==> config.mk <==
export PLATFORM = sky130hd
export DESIGN_NAME = fifo_stream_reader
export DESIGN_NICKNAME = d
export VERILOG_FILES = /design/src/rtl/fifo_stream_reader.sv
export SDC_FILE = /design/constraint.sdc
export NUM_CORES = 1
export LEC_CHECK = 0
export CAP_MARGIN = 20
export CORE_ASPECT_RATIO = 0.75
export CORE_UTILIZATION = 53
export DETAILED_ROUTE_END_ITERATION = 12
export GPL_TIMING_DRIVEN = 0
export PLACE_DENSITY = 0.84
export SYNTH_ARGS = -nofsm -noshare
export SYNTH_HDL_FRONTEND = slang
export SYNTH_SLANG_ARGS = --single-unit
==> constraint.sdc <==
create_clock -name clk -period 3.1 [get_ports clk]
set_input_delay 0.31 -clock clk [delete_from_list [all_inputs] [get_ports clk]]
set_output_delay 0.31 -clock clk [all_outputs]
set_load 0.02 [all_outputs]
==> src/rtl/fifo_stream_reader.sv <==
// Read-side consumer for the fifo block: pops head words into a 2-entry buffer and
// presents them as a framed valid/ready stream (m_last every PKT_LEN beats).
module fifo_stream_reader #(
    parameter int WIDTH   = 32,
    parameter int PKT_LEN = 4,
    parameter int CNT_W   = 16
) (
    input  logic             clk,
    input  logic             reset,
    input  logic             en,
    input  logic             fifo_empty,
    input  logic [WIDTH-1:0] fifo_data,
    output logic             r_ready,
    output logic             m_valid,
    input  logic             m_ready,
    output logic [WIDTH-1:0] m_data,
    output logic             m_last,
    output logic             pkt_done,
    output logic [CNT_W-1:0] pkt_cnt
);

    localparam int BEAT_W = (PKT_LEN > 1) ? $clog2(PKT_LEN) : 1;
    localparam logic [BEAT_W-1:0] LAST_BEAT = BEAT_W'(PKT_LEN - 1);

    logic [WIDTH-1:0]  mem_q [2];
    logic [WIDTH-1:0]  mem_d [2];
    logic              wr_ptr_q, wr_ptr_d;
    logic              rd_ptr_q, rd_ptr_d;
    logic [1:0]        occ_q, occ_d;
    logic [BEAT_W-1:0] beat_cnt_q, beat_cnt_d;
    logic              pkt_done_q, pkt_done_d;
    logic [CNT_W-1:0]  pkt_cnt_q, pkt_cnt_d;

    logic pop;
    logic retire;

    // Pop permission depends only on registered occupancy, never on m_ready.
    assign r_ready  = reset && en && !fifo_empty && (occ_q != 2'd2);
    assign pop      = r_ready;
    assign m_valid  = (occ_q != 2'd0);
    assign m_data   = mem_q[rd_ptr_q];
    assign m_last   = m_valid && (beat_cnt_q == LAST_BEAT);
    assign retire   = m_valid && m_ready;
    assign pkt_done = pkt_done_q;
    assign pkt_cnt  = pkt_cnt_q;

    always_comb begin
        mem_d      = mem_q;
        wr_ptr_d   = wr_ptr_q;
        rd_ptr_d   = rd_ptr_q;
        occ_d      = occ_q;
        beat_cnt_d = beat_cnt_q;
        pkt_done_d = 1'b0;
        pkt_cnt_d  = pkt_cnt_q;

        if (pop) begin
            mem_d[wr_ptr_q] = fifo_data;
            wr_ptr_d        = ~wr_ptr_q;
        end

        if (retire) begin
            rd_ptr_d = ~rd_ptr_q;
            if (beat_cnt_q == LAST_BEAT) begin
                beat_cnt_d = '0;
                pkt_done_d = 1'b1;
                pkt_cnt_d  = pkt_cnt_q + CNT_W'(1);
            end else begin
                beat_cnt_d = beat_cnt_q + BEAT_W'(1);
            end
        end

        case ({pop, retire})
            2'b10:   occ_d = occ_q + 2'd1;
            2'b01:   occ_d = occ_q - 2'd1;
            default: occ_d = occ_q;
        endcase
    end

    // Reset discards buffered words; the fifo itself keeps its contents.
    always_ff @(posedge clk) begin
        if (!reset) begin
            mem_q[0]   <= '0;
            mem_q[1]   <= '0;
            wr_ptr_q   <= 1'b0;
            rd_ptr_q   <= 1'b0;
            occ_q      <= 2'd0;
            beat_cnt_q <= '0;
            pkt_done_q <= 1'b0;
            pkt_cnt_q  <= '0;
        end else begin
            mem_q      <= mem_d;
            wr_ptr_q   <= wr_ptr_d;
            rd_ptr_q   <= rd_ptr_d;
            occ_q      <= occ_d;
            beat_cnt_q <= beat_cnt_d;
            pkt_done_q <= pkt_done_d;
            pkt_cnt_q  <= pkt_cnt_d;
        end
    end

endmodule

==> flow_summary.yaml, run 1 <==
outcome:
  status: "finished, violations left"
  violations: "design-rule violations"
setup_path:
  start_kind: "flip-flop"
  critical_path_depth: 4
  crit-reg2reg-capture: "occ_q[1]"
  cp-end-kind: "output port"
  cp.required_ns: 2.79
  path_delay_family: "buffers and inverters"
  cpPeakStageDelay_ns: 0.55
  cp_max_fo: 10
  cpMostUsedCell: "clkbuf_1"
  cp_num_buf_inv: 3
  cp_cell_sequence: "clkbuf_1 -> clkbuf_1 -> mux2_2 -> clkdlybuf4s50_1"
  path_class: "flip-flop to output port"
  worst_ep_arrival_time_ns: 2.45
  reg2regPathDepth: 6
  cp-endpoint: "m_data[23]"
  crit_start: "rd_ptr_q"
  slowest_stage: "clkbuf_1"
  r2r_slack_ns: 1.27
  r2r_start: "occ_q[0]"
cts:
  numCtsBuffers: 9
  clockRootBuffer: "clkbuf_8"
  postCtsSetupBuffers: 0
  clkTransAtPathRegs_ns: 0.09
  clk_path_buf_depth: 2
  cts_resized: 0
  clk_latency_ns: 0.36
  cts.htree.levels: 3
  cts.sinks: 87
  cts_hold_buf: 0
  cts_tree: "yes"
global_routing:
  grt_pass1_wl_mm: 14.2
  grt.total_usage_pct: 25.0
  antenna_found_initial: 0
  grt_pass1_vias: 3116
  grt_max_degree: 17
  globalRouteOverflowTotal: 0
layout:
  final_common_cell: "nand2_1"
  antennaDiodeCount: 0
  fin_nets: 575
  most-common-layout-cells: "nand2_1 (137), clkdlybuf4s50_1 (88), dfxtp_1 (87)"
  fillers: 496
  drive_gt1_share_pct: 11.9
  syn_to_final_growth_pct: 32.4
timing:
  fmax_mhz: 363
  setup_ws_ns: 0.344
  finalHoldViolations: 0
  drv_slew: 0
  worst_clock_skew_ns: 0.00906
  finalSetupViolations: 0
  finalCritPeriodShare_pct: 88.9
  relSlewSlack_pct: 56.9
  period_minus_slack_ns: 2.76
  fin_setup_tns_ns: 0
  rsz0062_at_grt: "false"
  worst_slew_pin_slew_ns: 0.647
die:
  io_pins: 89
  die_w_um: 98.0
  fp-row-count: 25
  core_um2: 6470
  dieArea_um2: 7260
  fp.dieH_um: 74.0
  start_util_pct: 56.6
synthesis:
  synth_nets: 476
  synthCells: 436
  synthesis.area_um2: 3670
  syn_avg_cell_area_um2: 8.41
  ys_ff_latch: 87
  ys_warn_count: 0
  synth.distinct_cells: 33
  ys_seq_area_share_pct: 47.5
pwr:
  p_leak_nw: 1.74
  finalPower_w: 0.00232
  powerDensity_nw_per_um2: 477
  ir_drop_uv: 297
run:
  maxCapViolCount: 0
placed_design:
  post-place-ws_ns: 0.759
  gp_congestion: 0.797
  numPortBuffers: 88
  hpwl_mm: 6.07
min_path:
  hp-class: "flip-flop to flip-flop"
drt:
  first_pass_iters: 8
  drcViolationCount: 7
  drtIter0Drc: 179
  drt_wl_total_mm: 8.75
  drtAntennaViolNets: 0
  via_per_inst: 5.27
  drt-wirelength-per-cell_um: 14.1
  vias: 3272
metrics by stage:
stage	hold slack, ns	cells	instance area (um^2)	utilization, %
3_3_place_gp	0.438	605	4650	71.8
6_report	0.456	621	4850	74.9
5_1_grt	0.476	621	4850	74.9
4_1_cts	0.458	621	4850	74.9
3_5_place_dp	0.444	605	4650	71.8
2_1_floorplan	0.433	436	3670	-
worst min-delay path by stage:
stage | from | end | cells after the start | slack (ns)
finish | mem_q[25] | mem_q[25] | 2 | 0.46
global route | mem_q[63] | mem_q[63] | 2 | 0.48
CTS | mem_q[34] | mem_q[34] | 2 | 0.46
detailed placement | mem_q[34] | mem_q[34] | 2 | 0.44
global placement | mem_q[10] | mem_q[10] | 2 | 0.44
floorplan | mem_q[0] | mem_q[0] | 2 | 0.43
sequential cells by signal, indices dropped and copies added, names as in the netlist:
signal	cells
pkt_cnt	16
pkt_done	1
beat_cnt_q	2
occ_q	2
rd_ptr_q	1
mem_q	64
wr_ptr_q	1
cells by family after synthesis:
group,count (synthesis),synth area share (%)
xor gates and xnor gates,14,3.34
and+or+nand+nor,188,22.2
DFF,87,47.5
adders and majority gates,3,1.02
buffers and inverters,33,3.89
AOI/OAI and AO/OA,75,11.2
muxes,36,10.9
area by class of cell:
type	count	area [um^2]	share of cell area (%)
clock inverters	7	80.1	1.65
inverters	5	18.8	0.387
well taps	81	101	2.09
multi-input cells	316	1780	36.7
clock buffers	9	124	2.55
flip-flops and latches	87	1740	35.9
plain buffers	28	124	2.55
repair buffers	88	881	18.2
cells in the mapped netlist (all sizes together):
cell type / number / area (um^2)
and3: 2 / 12.5
buf: 9 / 52.6
or2: 1 / 6.26
dfxtp: 87 / 1740
nor2b: 1 / 6.26
nand2b: 4 / 25.0
ha: 3 / 37.5
inv: 5 / 18.8
xor2: 4 / 35.0
nand2: 137 / 514
nand3b: 1 / 7.51
mux2: 32 / 360
mux2i: 4 / 40.0
a21oi: 69 / 345
nand4: 4 / 25.0
o21ai: 3 / 15.0
o211a: 1 / 10.0
and3b: 1 / 8.76
nand3: 6 / 30.0
nor3: 6 / 35.0
o2111ai: 1 / 26.3
xnor2: 10 / 87.6
nor4: 4 / 52.6
nor2: 17 / 63.8
o211ai: 1 / 12.5
clkbuf: 19 / 71.3
or3: 3 / 18.8
and2: 1 / 6.26
report_power, final:
part           total [W]  switching, W  internal [W]  leakage, nW
Combinational   0.000341      0.000180      0.000161        0.945
Sequential       0.00116     0.0000164       0.00115        0.703
Clock           0.000813      0.000433      0.000381       0.0964
routing by layer:
| layer | up-vias | wire length (um) | global-route usage [%] |
|---|---|---|---|
| li1 | 1645 | - | - |
| met1 | 1525 | 4200 | 32.4 |
| met2 | 96 | 4010 | 41.9 |
| met3 | 6 | 498 | 7.42 |
| met4 | 0 | 46 | 5.56 |
| met5 | - | 0 | 0 |
worst reg2reg max path: cells and delay by family, from the launching register on:
kind	cells	cell delay, ns
and+or+nand+nor	1	0.36
adders and majority gates	1	0.32
buffers and inverters	2	0.27
DFF	1	0.30
AOI/OAI and AO/OA	2	0.52
Power figures use the tool's default switching activity.
==> inputs of run 2 (changes only) <==
--- a/config.mk
+++ b/config.mk
@@ -5,12 +5,14 @@
 export SDC_FILE = /design/constraint.sdc
 export NUM_CORES = 1
 export LEC_CHECK = 0
+export ABC_AREA = 1
 export CAP_MARGIN = 20
 export CORE_ASPECT_RATIO = 0.75
 export CORE_UTILIZATION = 53
+export CTS_CLUSTER_SIZE = 12
 export DETAILED_ROUTE_END_ITERATION = 12
 export GPL_TIMING_DRIVEN = 0
-export PLACE_DENSITY = 0.84
+export PLACE_DENSITY = 0.83
 export SYNTH_ARGS = -nofsm -noshare
 export SYNTH_HDL_FRONTEND = slang
 export SYNTH_SLANG_ARGS = --single-unit
==> run 2 against run 1 <==
  * The run now ends clean
  * Register-to-register slack gained 0.12 ns
  * Cell count grew 13%
  * First-iteration DRC count grew 50%
  * Die area grew 1.8%
  * Critical path depth grew 1
  * Largest power group unchanged
==> flow_summary.yaml, run 2 <==
die:
  start_util_pct: 54.9
  fp.dieH_um: 74.7
  dieArea_um2: 7390
  core_um2: 6800
  die_w_um: 98.9
  fp-row-count: 26
  io_pins: 89
pwr:
  powerDensity_nw_per_um2: 489
  p_leak_nw: 1.92
  ir_drop_uv: 283
setup_path:
  cp.required_ns: 2.79
  path_class: "flip-flop to output port"
  crit-reg2reg-capture: "occ_q[1]"
  reg2regPathDepth: 7
  worst_ep_arrival_time_ns: 2.38
  crit_start: "rd_ptr_q"
  cp_max_fo: 10
  cp-end-kind: "output port"
  cp-endpoint: "m_data[24]"
  r2r_start: "occ_q[0]"
  r2r_slack_ns: 1.39
  start_kind: "flip-flop"
global_routing:
  grt_pass1_wl_mm: 15.2
  globalRouteOverflowTotal: 0
  grt.total_usage_pct: 26.3
  grt_max_degree: 14
  antenna_found_initial: 0
  grt_pass1_vias: 3244
cts:
  clk_latency_ns: 0.35
  clk_path_buf_depth: 2
  cts_tree: "yes"
  numCtsBuffers: 9
  cts.sinks: 87
  clkTransAtPathRegs_ns: 0.08
  postCtsSetupBuffers: 0
  clockRootBuffer: "clkbuf_8"
  cts.htree.levels: 3
  cts_resized: 0
  cts_hold_buf: 0
drt:
  drt_wl_total_mm: 9.84
  drcViolationCount: 0
  first_pass_iters: 7
  drt-wirelength-per-cell_um: 14.0
  drtAntennaViolNets: 0
  vias: 3678
  via_per_inst: 5.23
  drtIter0Drc: 268
layout:
  drive_gt1_share_pct: 5.82
  top_register: "mem_q"
  fin_nets: 655
  largest_reg_flops: 64
  final_common_cell: "nor2_1"
  final_area_um2: 4930
  antennaDiodeCount: 0
  fillers: 551
  syn_to_final_growth_pct: 32.2
  most-common-layout-cells: "nor2_1 (93), dfxtp_1 (87), clkdlybuf4s50_1 (87)"
timing:
  fmax_mhz: 372
  hold_ws_ns: 0.452
  setup_ws_ns: 0.412
  worst_slew_pin_slew_ns: 0.644
  period_minus_slack_ns: 2.69
  rsz0062_at_grt: "false"
  finalHoldViolations: 0
  relSlewSlack_pct: 57.1
  finalCritPeriodShare_pct: 86.7
  finalSetupViolations: 0
  worst_clock_skew_ns: 0.00530
  drv_slew: 0
  fin_setup_tns_ns: 0
placed_design:
  gp_congestion: 0.799
  post-place-ws_ns: 0.840
  numPortBuffers: 87
  placed_area_um2: 4710
  hpwl_mm: 7.06
min_path:
  hp-class: "flip-flop to flip-flop"
  min-delay-start: "mem_q[49]"
synthesis:
  syn_avg_cell_area_um2: 7.22
  synth-main-ff-cell: "dfxtp_1"
  synthCells: 517
  synth_edf_count: 0
  synth.distinct_cells: 26
  synth_nets: 557
  synthesis.area_um2: 3730
  synth.most_common_cell: "nor2_1"
  ys_warn_count: 0
  yosysTopAreaCell: "dfxtp_1"
  synth_top_area_share_pct: 46.7
  async_reset_ff_share_pct: 0
  synthTopCellsByCount: "nor2_1 (93), dfxtp_1 (87), o21ai_0 (83)"
  ys_top_cells_by_area: "dfxtp_1 (47%), o21ai_0 (11%), nor2_1 (9.4%)"
  ys_seq_area_share_pct: 46.7
  ys_ff_latch: 87
run:
  maxCapViolCount: 0
outcome:
  status: "complete, no violations"
[run 2: where the power goes]
part / total, W / switching [W] / internal [W]
Sequential: 0.00117 / 0.0000142 / 0.00115
Combinational: 0.000332 / 0.000191 / 0.000141
Clock: 0.000914 / 0.000383 / 0.000531
[run 2: layer usage]
metal / track usage (%) / share of wire, % / vias to the layer above
met3: 7.52 / 6.7 / 10
met2: 43.4 / 46 / 141
met5: 0 / 0 / -
met1: 34.4 / 46 / 1680
li1: - / - / 1847
met4: 7.30 / 0.92 / 0
[run 2: how the worst min path moves through the flow]
stage	to	depth (start not counted)	slack [ns]
2_1_floorplan	mem_q[58]	2	0.42
3_3_place_gp	mem_q[60]	2	0.43
3_5_place_dp	mem_q[62]	2	0.44
4_1_cts	mem_q[62]	2	0.45
5_1_grt	mem_q[37]	2	0.48
6_report	mem_q[49]	2	0.45
[run 2: cell families (layout without fill, tap and decap cells)]
logic type / after synthesis / count (layout) / synth area share (%)
XOR/XNOR: 2 / 2 / 0.469
AO/OA/AOI/OAI: 154 / 154 / 21.0
flip-flops: 87 / 87 / 46.7
AND/OR/NAND/NOR: 182 / 182 / 20.4
buffers and inverters: 89 / 191 / 10.5
adder cells (fa/ha/maj): 3 / 3 / 1.01
[run 2: worst max-delay path, cell delays in order (launching register included)]
cell and delay, ns:
dfxtp_1 0.36, clkbuf_1 0.34, clkbuf_1 0.44, nand2_1 0.11
o21ai_0 0.13, clkdlybuf4s50_1 0.65
[run 2: cell type report]
type                            instances  area [um^2]  area share (%)
Buffer                                 29          166            3.37
Clock buffer                           11          131            2.66
Clock inverter                          4         95.1            1.93
Inverter                               60          225            4.56
Multi-Input combinational cell        341         1600            32.4
Sequential cell                        87         1740            35.3
Tap cell                               84          105            2.13
Timing Repair Buffer                   87          871            17.6
[run 2: through the flow]
stage	total power, W	utilization (%)	instances
final	0.00241	72.6	703
after global routing	0.00250	72.6	703
after floorplan	0.00136	-	517
after CTS	0.00241	72.6	703
after global placement	0.00151	69.2	688
after detailed placement	0.00152	69.2	688
==> inputs of run 3 (changes only) <==
--- a/config.mk
+++ b/config.mk
@@ -13,6 +13,7 @@
 export DETAILED_ROUTE_END_ITERATION = 12
 export GPL_TIMING_DRIVEN = 0
 export PLACE_DENSITY = 0.83
+export RECOVER_POWER = 100
 export SYNTH_ARGS = -nofsm -noshare
 export SYNTH_HDL_FRONTEND = slang
 export SYNTH_SLANG_ARGS = --single-unit
==> run 3 against run 2 <==
  * Critical path depth stayed put
  * First-iteration DRC count is 13% lower
  * Sequential cell count stayed put
  * Worst hold slack worse by 0.0012 ns
  * Count of clock-buffer cells in the layout stayed put
  * Via count is 1.1% higher
  * Critical path type unchanged
  * Critical endpoint is now m_data[2]
  * Highest routed layer unchanged
==> flow_summary.yaml, run 3 (same netlist as run 2, synthesis figures left out) <==
die:
  io_pins: 89
  core_um2: 6800
  fp.dieH_um: 74.7
  start_util_pct: 54.9
  die_w_um: 98.9
  dieArea_um2: 7390
  fp-row-count: 26
drt:
  drtAntennaViolNets: 0
  first_pass_iters: 7
  drtIter0Drc: 234
  via_per_inst: 5.29
  drt-wirelength-per-cell_um: 14.0
  drcViolationCount: 0
  drt_wl_total_mm: 9.83
  vias: 3718
layout:
  syn_to_final_growth_pct: 29.9
  final_area_um2: 4850
  fin_nets: 655
  drive_gt1_share_pct: 3.39
  fillers: 573
  final_common_cell: "o21ai_0"
  largest_reg_flops: 64
  top_register: "mem_q"
  antennaDiodeCount: 0
  most-common-layout-cells: "o21ai_0 (101), nor2_1 (96), dfxtp_1 (87)"
global_routing:
  grt_pass1_vias: 3244
  antenna_found_initial: 0
  globalRouteOverflowTotal: 0
  grt_max_degree: 14
  grt_pass1_wl_mm: 15.2
  grt.total_usage_pct: 26.3
pwr:
  p_leak_nw: 2.06
  powerDensity_nw_per_um2: 492
  ir_drop_uv: 280
  finalPower_w: 0.00239
setup_path:
  path_delay_family: "buffers and inverters"
  r2r_slack_ns: 1.07
  cp.required_ns: 2.79
  cp_max_fo: 10
  path_class: "flip-flop to output port"
  start_kind: "flip-flop"
  cpPeakStageDelay_ns: 0.72
  cp_num_buf_inv: 3
  cp_cell_sequence: "clkbuf_1 -> clkbuf_1 -> nand2_1 -> o21ai_0 -> dlygate4sd3_1"
  cpMostUsedCell: "clkbuf_1"
  slowest_stage: "dlygate4sd3_1"
  cp-end-kind: "output port"
  worst_ep_arrival_time_ns: 2.47
timing:
  drv_slew: 0
  fin_setup_tns_ns: 0
  finalCritPeriodShare_pct: 89.5
  worst_slew_pin_slew_ns: 0.639
  setup_ws_ns: 0.325
  relSlewSlack_pct: 57.4
  finalHoldViolations: 0
  worst_clock_skew_ns: 0.00565
  finalSetupViolations: 0
  rsz0062_at_grt: "false"
  fmax_mhz: 360
  period_minus_slack_ns: 2.78
cts:
  cts_resized: 0
  cts.htree.levels: 3
  cts_hold_buf: 0
  clockRootBuffer: "clkbuf_8"
  numCtsBuffers: 9
  clk_path_buf_depth: 2
  postCtsSetupBuffers: 0
  cts_tree: "yes"
  clk_latency_ns: 0.35
  clkTransAtPathRegs_ns: 0.08
  cts.sinks: 87
placed_design:
  gp_congestion: 0.799
  post-place-ws_ns: 0.840
  hpwl_mm: 7.06
  placed_area_um2: 4710
  numPortBuffers: 87
run:
  maxCapViolCount: 0
outcome:
  status: "complete, no violations"
min_path:
  hp-class: "flip-flop to flip-flop"
==> run 3: cell count changes in the layout (fill, tap and decap cells not counted), moves of 5 or more <==
cell and change:
o21ai_0 +18, clkbuf_1 +8, clkdlybuf4s50_1 -53, dlygate4sd3_1 +53, buf_6 -5, o21ai_1 -18
==> run 3: worst paths after layout <==
| kind | startpoint | to | cells after the start |
|---|---|---|---|
| worst max register to register | beat_cnt_q[0] | pkt_cnt[8] | 6 |
| worst max-delay path | rd_ptr_q | m_data[2] | 5 |
| worst min-delay path | mem_q[49] | mem_q[49] | 2 |
| worst min register to register | mem_q[49] | mem_q[49] | 2 |
==> run 3: layout make-up <==
type | instances | area, um^2 | share of cell area [%]
Buffer | 29 | 125 | 2.58
Sequential cell | 87 | 1740 | 35.9
Tap cell | 84 | 105 | 2.17
Multi-Input combinational cell | 341 | 1550 | 32.1
Timing Repair Buffer | 87 | 871 | 18.0
Inverter | 60 | 225 | 4.65
Clock buffer | 11 | 131 | 2.71
Clock inverter | 4 | 95.1 | 1.96
==> run 3: metrics by stage <==
step	hold slack, ns	util, %	instances
after CTS	0.451	72.6	703
after global placement	0.433	69.2	688
after global routing	0.481	71.3	703
after detailed placement	0.439	69.2	688
after floorplan	0.424	-	517
final	0.451	71.3	703
==> run 3: layer usage <==
metal / global-route usage, % / wire (um) / share of wire, %
met1: 34.4 / 4510 / 46
met3: 7.52 / 708 / 7.2
met2: 43.4 / 4490 / 46
met4: 7.30 / 118 / 1.2
met5: 0 / 0 / 0
==> run 3: worst min-delay path: stages, from the launching register on <==
cell	delay [ns]
dfxtp_1	0.30
inv_1	0.05
a21oi_1	0.05
==> run 3: power by group <==
group / switching, W / total (W) / internal, W
sequential: 0.0000144 / 0.00117 / 0.00115
clock: 0.000381 / 0.000912 / 0.000531
combinational: 0.000184 / 0.000307 / 0.000123
